## src/rtl/cbus_rr_arbiter.sv

```systemverilog
// Cached-bus types plus a round-robin arbiter that hands the single memory-side
// cbus port to one requester per transaction and routes the response back to it.
package cbus_pkg;

    typedef struct packed {
        logic        valid;
        logic        is_write;
        logic [2:0]  size;
        logic [31:0] addr;
        logic [3:0]  strobe;
        logic [31:0] data;
        logic [3:0]  len;
        logic [1:0]  burst;
    } cbus_req_t;

    typedef struct packed {
        logic        ready;
        logic        last;
        logic [31:0] data;
    } cbus_resp_t;

endpackage

module cbus_rr_arbiter
    import cbus_pkg::*;
#(
    parameter int NREQ = 2,
    parameter int IDXW = $clog2(NREQ)
) (
    input  logic                   clk,
    input  logic                   reset,
    input  cbus_req_t  [NREQ-1:0]  ireqs,
    output cbus_resp_t [NREQ-1:0]  iresps,
    output cbus_req_t              oreq,
    input  cbus_resp_t             oresp,
    output logic [IDXW-1:0]        grant_idx,
    output logic                   busy,
    output logic                   proto_err
);

    localparam logic [0:0] IDLE = 1'b0;
    localparam logic [0:0] BUSY = 1'b1;

    logic [0:0]      state;
    logic [IDXW-1:0] owner;
    logic [IDXW-1:0] ptr;
    logic [IDXW-1:0] next_ptr;
    logic [IDXW-1:0] pick;
    logic [IDXW-1:0] cand;
    logic            pick_hit;
    logic [3:0]      beat;
    logic            err;
    logic            finish;
    cbus_req_t       cur;

    assign cur       = ireqs[owner];
    assign next_ptr  = (owner == IDXW'(NREQ - 1)) ? '0 : owner + 1'b1;
    assign busy      = (state == BUSY);
    assign grant_idx = owner;

    // First valid requester at or after ptr, wrapping at NREQ.
    always_comb begin
        pick     = '0;
        cand     = '0;
        pick_hit = 1'b0;
        for (int unsigned i = 0; i < NREQ; i++) begin
            cand = IDXW'((32'(ptr) + i) % NREQ);
            if (!pick_hit && ireqs[cand].valid) begin
                pick     = cand;
                pick_hit = 1'b1;
            end
        end
    end

    always_comb begin
        err    = 1'b0;
        finish = 1'b0;
        if (state == BUSY) begin
            if (!cur.valid) begin
                err    = 1'b1;
                finish = 1'b1;
            end else if (oresp.ready) begin
                if (oresp.last && beat != cur.len)
                    err = 1'b1;
                if (!oresp.last && beat == cur.len)
                    err = 1'b1;
                finish = oresp.last;
            end
        end
    end

    // An aborting owner (valid dropped) gets no response forwarded.
    always_comb begin
        oreq   = '0;
        iresps = '0;
        if (state == BUSY) begin
            oreq = cur;
            if (cur.valid)
                iresps[owner] = oresp;
        end
    end

    always_ff @(posedge clk) begin
        if (reset) begin
            state     <= IDLE;
            owner     <= '0;
            ptr       <= '0;
            beat      <= '0;
            proto_err <= 1'b0;
        end else begin
            proto_err <= err;
            case (state)
                IDLE: begin
                    if (pick_hit) begin
                        owner <= pick;
                        beat  <= '0;
                        state <= BUSY;
                    end
                end
                BUSY: begin
                    if (finish) begin
                        state <= IDLE;
                        ptr   <= next_ptr;
                    end else if (oresp.ready) begin
                        beat <= beat + 4'd1;
                    end
                end
                default: state <= IDLE;
            endcase
        end
    end

endmodule
```

## config.mk

```make
export PLATFORM = sky130hd
export DESIGN_NAME = cbus_rr_arbiter
export DESIGN_NICKNAME = d
export VERILOG_FILES = /design/src/rtl/cbus_rr_arbiter.sv
export SDC_FILE = /design/constraint.sdc
export NUM_CORES = 1
export LEC_CHECK = 0
export BUFFER_PORTS_ARGS = -buffer_cell sky130_fd_sc_hd__buf_2
export CORE_AREA = 3 3 133 135
export DETAILED_ROUTE_END_ITERATION = 8
export DIE_AREA = 0 0 136 138
export GPL_TIMING_DRIVEN = 1
export PLACE_DENSITY = 0.5
export SYNTH_ARGS = -nofsm -noshare
export SYNTH_HDL_FRONTEND = slang
export SYNTH_SLANG_ARGS = --single-unit
```

## constraint.sdc

```tcl
create_clock -name clk -period 3.8 [get_ports clk]
set_input_delay 0.95 -clock clk [delete_from_list [all_inputs] [get_ports clk]]
set_output_delay 0.95 -clock clk [all_outputs]
set_load 0.03 [all_outputs]
```

==> flow_metrics.py, run 1 <==
metrics = {
    "global_routing": {
        "grt_pass1_wl_um": 17400,
        "grt_overflow_total": 0,
        "grt_pass1_vias": 3281,
        "antenna_found_initial": 0,
        "global_route_usage_over_all_layers_pct": 11.4,
        "grt_max_degree": 45,
    },
    "final_layout": {
        "numnets_final": 860,
        "fraction_of_the_core_area_covered_by_cells_at_the_end_of_the_flow_pct": 24.5,
        "layout-area-overhead-vs-synth_pct": 100,
        "layout.cell_area.non_filler_um2": 4060,
        "antenna_cells": 0,
        "num-fill-cells": 1934,
        "share_of_post_route_cells_with_drive_strength_above_1_pct": 53.8,
    },
    "synthesis": {
        "netlist_area_um2": 2030,
        "ys.flop_type": "sky130_fd_sc_hd__dfxtp_1",
        "synth.avg_cell_area_um2": 5.96,
        "synth.top_cell.area_share_pct": 39.0,
        "seq_area_frac_synth_pct": 7.90,
        "synth.distinct_cells": 27,
        "synth_commonest_cells": "sky130_fd_sc_hd__nor2_1, sky130_fd_sc_hd__mux2i_1, sky130_fd_sc_hd__nand2_1, sky130_fd_sc_hd__clkbuf_1, sky130_fd_sc_hd__buf_2",
        "synth_seq_cells": 8,
        "ys_top_cells_by_area": "sky130_fd_sc_hd__mux2i_1, sky130_fd_sc_hd__nor2_1, sky130_fd_sc_hd__dfxtp_1, sky130_fd_sc_hd__nand2_1, sky130_fd_sc_hd__clkbuf_1",
        "synth_edf_count": 0,
        "mappedNetlistNets": 535,
        "most_frequently_used_cell_type_in_the_post_synthesis_netlist": "sky130_fd_sc_hd__nor2_1",
        "netlist_instances": 340,
        "netlist.top_cell.by_area": "sky130_fd_sc_hd__mux2i_1",
        "synthArstFlopShare_pct": 0,
        "synth_warn": 0,
    },
    "timing": {
        "fin_crit_ns": 2.72,
        "setup_repair_after_global_routing_missed_its_margin": "no",
        "max_slew_headroom_at_the_worst_pin_pct": 50.8,
        "post-route-period-util_pct": 71.5,
        "fin_worst_skew_ns": 0.00216,
        "hold_viol": 0,
        "worstMarginPinSlew_ns": 0.737,
        "setup_viol_count_final": 0,
        "slew_viol_final": 0,
        "fmax_ghz": 0.368,
        "totalNegativeSetupSlack_ns": 0,
    },
    "floorplanning": {
        "floorplan.rows": 47,
        "die_width_um": 136,
        "floorplan.core_area_um2": 16600,
        "boundaryPins": 344,
        "initial_core_util_pct": 12.2,
        "die-height_um": 138,
        "design.die.area_um2": 18800,
    },
    "placement": {
        "final_estimated_routing_congestion_in_global_placement": 0.749,
        "postPlaceCellArea_um2": 3980,
        "port-buffer-count": 343,
        "dp_hpwl_um": 10500,
    },
    "power": {
        "power.density_cell_area_nw_per_um2": 218,
        "total_leakage_power_nw": 2.30,
        "vdd_ir_drop_max_uv": 118,
    },
    "drt": {
        "drc_errors": 0,
        "wirelength_um": 12200,
        "drt-initial-drc-count": 68,
        "final_antenna_net_count": 0,
        "wire_per_inst_um": 13.8,
        "route.vias.total": 3411,
        "vias_per_cell": 3.86,
        "drt_first_pass_iters": 4,
    },
    "min_path": {
        "hp-class": "register to register",
        "origin_of_the_worst_min_delay_path": "ptr$_SDFFE_PP0P_",
    },
    "setup_path": {
        "critical_path.cell_chain": "buf_2, mux2i_1, nor2_1, buf_2",
        "worst-path-stages": 4,
        "worst_setup_path_startpoint": "ireqs[157]",
        "worst-endpoint-required_ns": 2.85,
        "start_kind": "input port",
        "reg2reg_depth": 6,
        "worst_path_max_delay_cell": "sky130_fd_sc_hd__mux2i_1",
        "worstSetupEndpoint": "oreq[78]",
        "regToRegStartpoint": "grant_idx$_SDFFE_PP0P_",
        "slowest_delay_ns": 0.37,
        "critical_path.max_fanout": 5,
        "crit_path_frequent_cell": "sky130_fd_sc_hd__buf_2",
        "worst_ep_arrival_time_ns": 1.77,
        "regToRegSetupSlack_ns": 2.00,
        "path_class": "input port to primary output",
        "critical_path.n_buffers_inverters": 2,
        "timing.critical_path.max_delay_family": "multiplexers",
        "regToRegEndpoint": "proto_err$_SDFF_PP0_",
        "end_kind": "primary output",
    },
    "flow_run": {
        "drv_cap": 0,
    },
    "clocking": {
        "hold_buffers": 0,
        "cts_max_path_buffers": 2,
        "ctsHtreeMaxLevel": 1,
        "postCtsSetupBuffers": 0,
        "tritoncts_num_sinks": 8,
        "cts.clk_slew.worst_paths_ns": 0.04,
        "cts_root_buf": "sky130_fd_sc_hd__clkbuf_16",
        "numCtsBuffers": 3,
        "cts_tree": "yes",
        "worst_skew_pair.late_latency_ns": 0.23,
        "post_cts_resize_count": 0,
    },
    "run_status": {
        "run_status": "finished, final reports clean",
    },
}
-- area by class of cell --
class | instances | area [um2] | share of cell area (%)
Timing Repair Buffer | 349 | 1800 | 44.4
Multi-Input combinational cell | 298 | 1720 | 42.4
Tap cell | 220 | 275 | 6.79
Sequential cell | 8 | 164 | 4.04
Clock buffer | 4 | 78.8 | 1.94
Inverter | 5 | 18.8 | 0.463
-- tightest hold or removal path: stages (launching register included) --
cell and delay, ns:
sky130_fd_sc_hd__dfxtp_1 0.33, sky130_fd_sc_hd__a21oi_1 0.07, sky130_fd_sc_hd__nor2_1 0.08
-- cells in the final DEF, fill, tap and decap left out, types with 3 or more instances in the layout --
cell type,n
sky130_fd_sc_hd__buf_12,3
sky130_fd_sc_hd__xnor2_1,4
sky130_fd_sc_hd__inv_1,4
sky130_fd_sc_hd__nand2_1,41
sky130_fd_sc_hd__nor2_1,153
sky130_fd_sc_hd__clkbuf_16,3
sky130_fd_sc_hd__mux2i_1,79
sky130_fd_sc_hd__buf_2,343
sky130_fd_sc_hd__dfxtp_1,7
sky130_fd_sc_hd__buf_4,3
-- flip-flops by register name, summed over array words and instances (netlist names) --
name / count
beat: 4
busy: 1
grant_idx: 1
proto_err: 1
ptr: 1
-- report_power, final --
group | switching [W] | internal [W] | total, W
Clock | 0.0000429 | 0.000140 | 0.000183
Sequential | 0.00000379 | 0.0000880 | 0.0000918
Combinational | 0.000394 | 0.000216 | 0.000610
-- kinds of logic (layout without fill, tap and decap cells) --
group / count (synthesis) / in the layout / share of synthesized area (%)
AO/OA/AOI/OAI: 9 / 9 / 3.02
XOR/XNOR: 6 / 6 / 2.59
adder cells (fa/ha/maj): 1 / 1 / 0.617
buffers and inverters: 34 / 358 / 7.22
flip-flops: 8 / 8 / 7.90
multiplexers: 81 / 81 / 40.2
AND/OR/NAND/NOR: 201 / 201 / 38.4
-- metal layers --
layer / vias to the layer above / global-route usage [%] / share of wire (%)
met5: - / 0 / 0
met4: 0 / 1.43 / 0.49
met3: 4 / 1.53 / 10
met2: 214 / 22.1 / 50
met1: 1441 / 13.3 / 39
li1: 1752 / - / -
-- worst min path at each step --
stage	cells past startpoint	slack [ns]	endpoint
2_1_floorplan	2	0.46	ptr$_SDFFE_PP0P_
3_3_place_gp	2	0.49	ptr$_SDFFE_PP0P_
3_5_place_dp	2	0.52	beat[1]$_SDFFE_PP0P_
4_1_cts	2	0.53	beat[1]$_SDFFE_PP0P_
5_1_grt	2	0.56	ptr$_SDFFE_PP0P_
6_report	2	0.53	ptr$_SDFFE_PP0P_
-- through the flow --
| stage | worst slack (ns) | power [W] | hold slack, ns | instances |
|---|---|---|---|---|
| floorplan | 1.07 | 0.000468 | 0.458 | 340 |
| global placement | 1.06 | 0.000709 | 0.492 | 880 |
| detailed placement | 1.07 | 0.000711 | 0.522 | 880 |
| CTS | 1.07 | 0.000898 | 0.528 | 884 |
| global route | 1.01 | 0.000942 | 0.564 | 884 |
| finish | 1.08 | 0.000885 | 0.527 | 884 |
Note: power is estimated with default switching activity, not from simulation.
==> inputs of run 2 (changes only) <==
- clock period: 3.8 -> 2.68 ns (I/O delays scaled with it)
==> flow_metrics.py, run 2 (same netlist as run 1, synthesis figures left out) <==
metrics = {
    "final_layout": {
        "multi_input_gate_area_in_the_final_layout_um2": 1720,
        "layout-area-overhead-vs-synth_pct": 102,
        "ff_latch_area_um2": 164,
        "layout.cells.most_common": "sky130_fd_sc_hd__buf_2",
        "largest_register_ffs": 4,
        "antenna_cells": 0,
        "largest_register": "beat",
        "most_used_cells_in_the_layout_excluding_fill_and_tap_cells": "sky130_fd_sc_hd__buf_2, sky130_fd_sc_hd__nor2_1, sky130_fd_sc_hd__mux2i_1",
        "numnets_final": 864,
        "share_of_post_route_cells_with_drive_strength_above_1_pct": 54.0,
        "num-fill-cells": 1883,
        "fraction_of_the_core_area_covered_by_cells_at_the_end_of_the_flow_pct": 24.6,
        "final_cell_count_no_fill": 888,
    },
    "run_status": {
        "run_status": "finished, final reports clean",
    },
    "global_routing": {
        "antenna_found_initial": 0,
        "grt_max_degree": 43,
        "global_route_usage_over_all_layers_pct": 11.4,
        "grt_pass1_wl_um": 17400,
        "grt_pass1_vias": 3264,
        "grt_overflow_total": 0,
    },
    "timing": {
        "post-route-period-util_pct": 86.1,
        "setup_repair_after_global_routing_missed_its_margin": "no",
        "fmax_ghz": 0.433,
        "worstMarginPinSlew_ns": 0.456,
        "setup_viol_count_final": 0,
        "slew_viol_final": 0,
        "totalNegativeSetupSlack_ns": 0,
        "fin_crit_ns": 2.31,
        "max_slew_headroom_at_the_worst_pin_pct": 69.6,
        "hold_viol": 0,
        "fin_worst_skew_ns": 0.00458,
    },
    "drt": {
        "drt_first_pass_iters": 4,
        "final_antenna_net_count": 0,
        "wirelength_um": 12200,
        "vias_per_cell": 3.89,
        "drc_errors": 0,
        "route.vias.total": 3454,
        "drt-initial-drc-count": 70,
        "wire_per_inst_um": 13.8,
    },
    "setup_path": {
        "worst_ep_arrival_time_ns": 1.64,
        "regToRegSetupSlack_ns": 0.76,
        "end_kind": "primary output",
        "critical_path.max_fanout": 20,
        "path_class": "register to primary output",
        "start_kind": "register",
        "worst-endpoint-required_ns": 2.01,
    },
    "clocking": {
        "ctsHtreeMaxLevel": 1,
        "cts.clk_slew.worst_paths_ns": 0.04,
        "worst_skew_pair.late_latency_ns": 0.23,
        "cts_max_path_buffers": 2,
        "hold_buffers": 0,
        "numCtsBuffers": 3,
        "cts_tree": "yes",
        "cts_root_buf": "sky130_fd_sc_hd__clkbuf_16",
        "post_cts_resize_count": 0,
        "tritoncts_num_sinks": 8,
        "postCtsSetupBuffers": 0,
    },
    "flow_run": {
        "drv_cap": 0,
    },
    "placement": {
        "dp_hpwl_um": 10600,
        "final_estimated_routing_congestion_in_global_placement": 0.766,
        "port-buffer-count": 343,
        "placed_cells": 884,
    },
    "min_path": {
        "hp-class": "register to register",
    },
    "floorplanning": {
        "boundaryPins": 344,
        "floorplan.rows": 47,
        "floorplan.core_area_um2": 16600,
        "initial_core_util_pct": 12.2,
        "die-height_um": 138,
        "die_width_um": 136,
        "design.die.area_um2": 18800,
    },
    "power": {
        "power.density_cell_area_nw_per_um2": 307,
        "total_leakage_power_nw": 2.31,
        "vdd_ir_drop_max_uv": 143,
    },
}
## run 2: cell types whose count changed in the layout (fill, tap and decap cells not counted), sizes merged
cell,previous run,this run
buf,349,353
## run 2: critical path, stage by stage, from the launching register on
cell                      delay (ns)
sky130_fd_sc_hd__dfxtp_4        0.59
sky130_fd_sc_hd__buf_12         0.24
sky130_fd_sc_hd__mux2i_1        0.29
sky130_fd_sc_hd__nor2_1         0.07
sky130_fd_sc_hd__buf_2          0.20
## run 2: cell type report
class / instances / share of cell area, %
Timing Repair Buffer: 353 / 44.8
Tap cell: 220 / 6.74
Multi-Input combinational cell: 298 / 42.1
Inverter: 5 / 0.459
Sequential cell: 8 / 4.01
Clock buffer: 4 / 1.93
## run 2: layer usage
layer	vias to the layer above	routed length (um)	GRT usage [%]
met4	0	159	1.91
li1	1762	-	-
met1	1460	4750	13.3
met2	222	5980	21.8
met3	10	1340	1.96
met5	-	0	0
## run 2: metrics by stage
step / cell area [um2] / total power [W] / hold slack (ns) / setup WS [ns]
global placement: 4010 / 0.00101 / 0.487 / 0.492
CTS: 4090 / 0.00128 / 0.501 / 0.340
detailed placement: 4010 / 0.00101 / 0.490 / 0.501
finish: 4090 / 0.00126 / 0.500 / 0.372
global route: 4090 / 0.00134 / 0.556 / 0.261
floorplan: 2030 / 0.000664 / 0.458 / 0.264
## run 2: final timing paths
check	start	to	depth (start not counted)
worst max-delay path	grant_idx$_SDFFE_PP0P_	oreq[6]	4
worst min-delay path	ptr$_SDFFE_PP0P_	ptr$_SDFFE_PP0P_	2
worst max register to register	grant_idx$_SDFFE_PP0P_	proto_err$_SDFF_PP0_	6
worst min register to register	ptr$_SDFFE_PP0P_	ptr$_SDFFE_PP0P_	2
## run 2: report_power, final
group          switching (W)  internal, W
Clock              0.0000574     0.000198
Sequential         0.0000138     0.000125
Combinational       0.000551     0.000311
==> inputs of run 3 (changes only) <==
- CELL_PAD_IN_SITES_DETAIL_PLACEMENT: not set -> 1
- CELL_PAD_IN_SITES_GLOBAL_PLACEMENT: not set -> 1
- CORE_AREA: 3 3 133 135 -> 3 3 132 134
- DIE_AREA: 0 0 136 138 -> 0 0 135 137
- PLACE_DENSITY: 0.5 -> 0.77
==> flow_metrics.py, run 3 (same netlist as run 1, synthesis figures left out) <==
metrics = {
    "floorplanning": {
        "die-height_um": 137,
        "initial_core_util_pct": 12.4,
        "die_width_um": 135,
        "floorplan.rows": 47,
        "design.die.area_um2": 18500,
        "floorplan.core_area_um2": 16400,
        "boundaryPins": 344,
    },
    "clocking": {
        "numCtsBuffers": 3,
        "ctsHtreeMaxLevel": 1,
        "tritoncts_num_sinks": 8,
        "cts.clk_slew.worst_paths_ns": 0.04,
        "cts_tree": "yes",
        "postCtsSetupBuffers": 0,
        "hold_buffers": 0,
        "post_cts_resize_count": 0,
        "cts_max_path_buffers": 2,
        "cts_root_buf": "sky130_fd_sc_hd__clkbuf_16",
        "worst_skew_pair.late_latency_ns": 0.23,
    },
    "drt": {
        "drc_errors": 0,
        "drt-initial-drc-count": 78,
        "drt_first_pass_iters": 4,
        "vias_per_cell": 3.99,
        "final_antenna_net_count": 0,
        "wire_per_inst_um": 14.7,
        "route.vias.total": 3560,
        "wirelength_um": 13100,
    },
    "setup_path": {
        "worst_ep_arrival_time_ns": 1.74,
        "path_class": "register to primary output",
        "critical_path.max_fanout": 34,
        "critical_path.cell_chain": "nand2b_1, buf_4, nor2_1, buf_2",
        "timing.critical_path.max_delay_family": "flip-flops",
        "start_kind": "register",
        "worst-endpoint-required_ns": 2.01,
        "critical_path.n_buffers_inverters": 2,
        "slowest_delay_ns": 0.70,
        "end_kind": "primary output",
        "worst_path_max_delay_cell": "sky130_fd_sc_hd__dfxtp_4",
    },
    "final_layout": {
        "layout-area-overhead-vs-synth_pct": 103,
        "numnets_final": 869,
        "share_of_post_route_cells_with_drive_strength_above_1_pct": 54.4,
        "layout.cells.most_common": "sky130_fd_sc_hd__buf_2",
        "fraction_of_the_core_area_covered_by_cells_at_the_end_of_the_flow_pct": 25.1,
        "largest_register_ffs": 4,
        "antenna_cells": 0,
        "largest_register": "beat",
        "most_used_cells_in_the_layout_excluding_fill_and_tap_cells": "sky130_fd_sc_hd__buf_2, sky130_fd_sc_hd__nor2_1, sky130_fd_sc_hd__mux2i_1",
    },
    "timing": {
        "setup_slack_ns": 0.272,
        "setup_viol_count_final": 0,
        "fin_worst_skew_ns": 0.000442,
        "max_slew_headroom_at_the_worst_pin_pct": 61.8,
        "post-route-period-util_pct": 89.9,
        "slew_viol_final": 0,
        "holdWs_ns": 0.513,
        "totalNegativeSetupSlack_ns": 0,
        "fmax_ghz": 0.415,
        "setup_repair_after_global_routing_missed_its_margin": "no",
        "hold_viol": 0,
        "fin_crit_ns": 2.41,
        "worstMarginPinSlew_ns": 0.573,
    },
    "power": {
        "total_leakage_power_nw": 2.34,
        "vdd_ir_drop_max_uv": 197,
        "pwr-share-comb_pct": 68.2,
        "netSwitchingFraction_pct": 49.9,
        "power.clock.fraction_pct": 20.5,
        "p_sw_w": 0.000634,
        "power.density_cell_area_nw_per_um2": 309,
        "internal_pwr_total_w": 0.000638,
        "power.share.sequential_pct": 11.3,
    },
    "global_routing": {
        "antenna_found_initial": 0,
        "grt_pass1_vias": 3652,
        "grt_max_degree": 41,
        "global_route_usage_over_all_layers_pct": 12.4,
        "grt_pass1_wl_um": 18700,
        "grt_overflow_total": 0,
    },
    "placement": {
        "dp_hpwl_um": 11400,
        "port-buffer-count": 343,
        "dpl_worst_slack_ns": 0.496,
        "final_estimated_routing_congestion_in_global_placement": 0.721,
    },
    "flow_run": {
        "drv_cap": 0,
    },
    "run_status": {
        "run_status": "finished, final reports clean",
    },
    "min_path": {
        "hp-class": "register to register",
    },
}
## run 3: cell count changes in the layout (fill, tap and decap cells not counted)
cell	change
sky130_fd_sc_hd__buf_4	+6
sky130_fd_sc_hd__buf_12	-1
## run 3: routing by layer
layer	global-route usage, %	routed length, um	share of wire, %
met1	14.7	5110	39
met2	23.6	6640	51
met3	2.35	1280	9.8
met5	0	0	0
met4	1.90	81	0.62
## run 3: stage by stage
step	instances	power [W]	cell area (um2)
final	893	0.00127	4110
after global routing	893	0.00136	4110
after CTS	893	0.00129	4110
after detailed placement	889	0.00102	4030
after global placement	889	0.00101	4030
after floorplan	340	0.000664	2030
## run 3: power by group through the flow
stage / Combinational (W) / Sequential, W / Clock (W)
final: 0.000867 / 0.000144 / 0.000261
after global placement: 0.000867 / 0.000146 / 0
after floorplan: 0.000526 / 0.000138 / 0
after global routing: 0.000936 / 0.000146 / 0.000275
after detailed placement: 0.000877 / 0.000146 / 0
after CTS: 0.000881 / 0.000145 / 0.000267
## run 3: path summary, 6_finish.rpt
| kind | slack [ns] | to | cells after the start | from |
|---|---|---|---|---|
| min | 0.51 | ptr$_SDFFE_PP0P_ | 2 | ptr$_SDFFE_PP0P_ |
| max | 0.27 | iresps[15] | 4 | grant_idx$_SDFFE_PP0P_ |
| max reg2reg | 0.67 | proto_err$_SDFF_PP0_ | 6 | grant_idx$_SDFFE_PP0P_ |
| min reg2reg | 0.51 | ptr$_SDFFE_PP0P_ | 2 | ptr$_SDFFE_PP0P_ |
## run 3: final cells by class
class / count / area [um2]
clock buffer: 4 / 78.8
fill: 2170 / 12300
inverter: 5 / 18.8
multi-input combinational: 298 / 1720
sequential: 8 / 164
tap: 220 / 275
timing repair buffer: 358 / 1850
## run 3: worst min-delay path, delay by kind of cell (launching register included)
family             cells  cell delay [ns]
AOI/OAI and AO/OA      1             0.07
DFF                    1             0.34
and+or+nand+nor        1             0.07
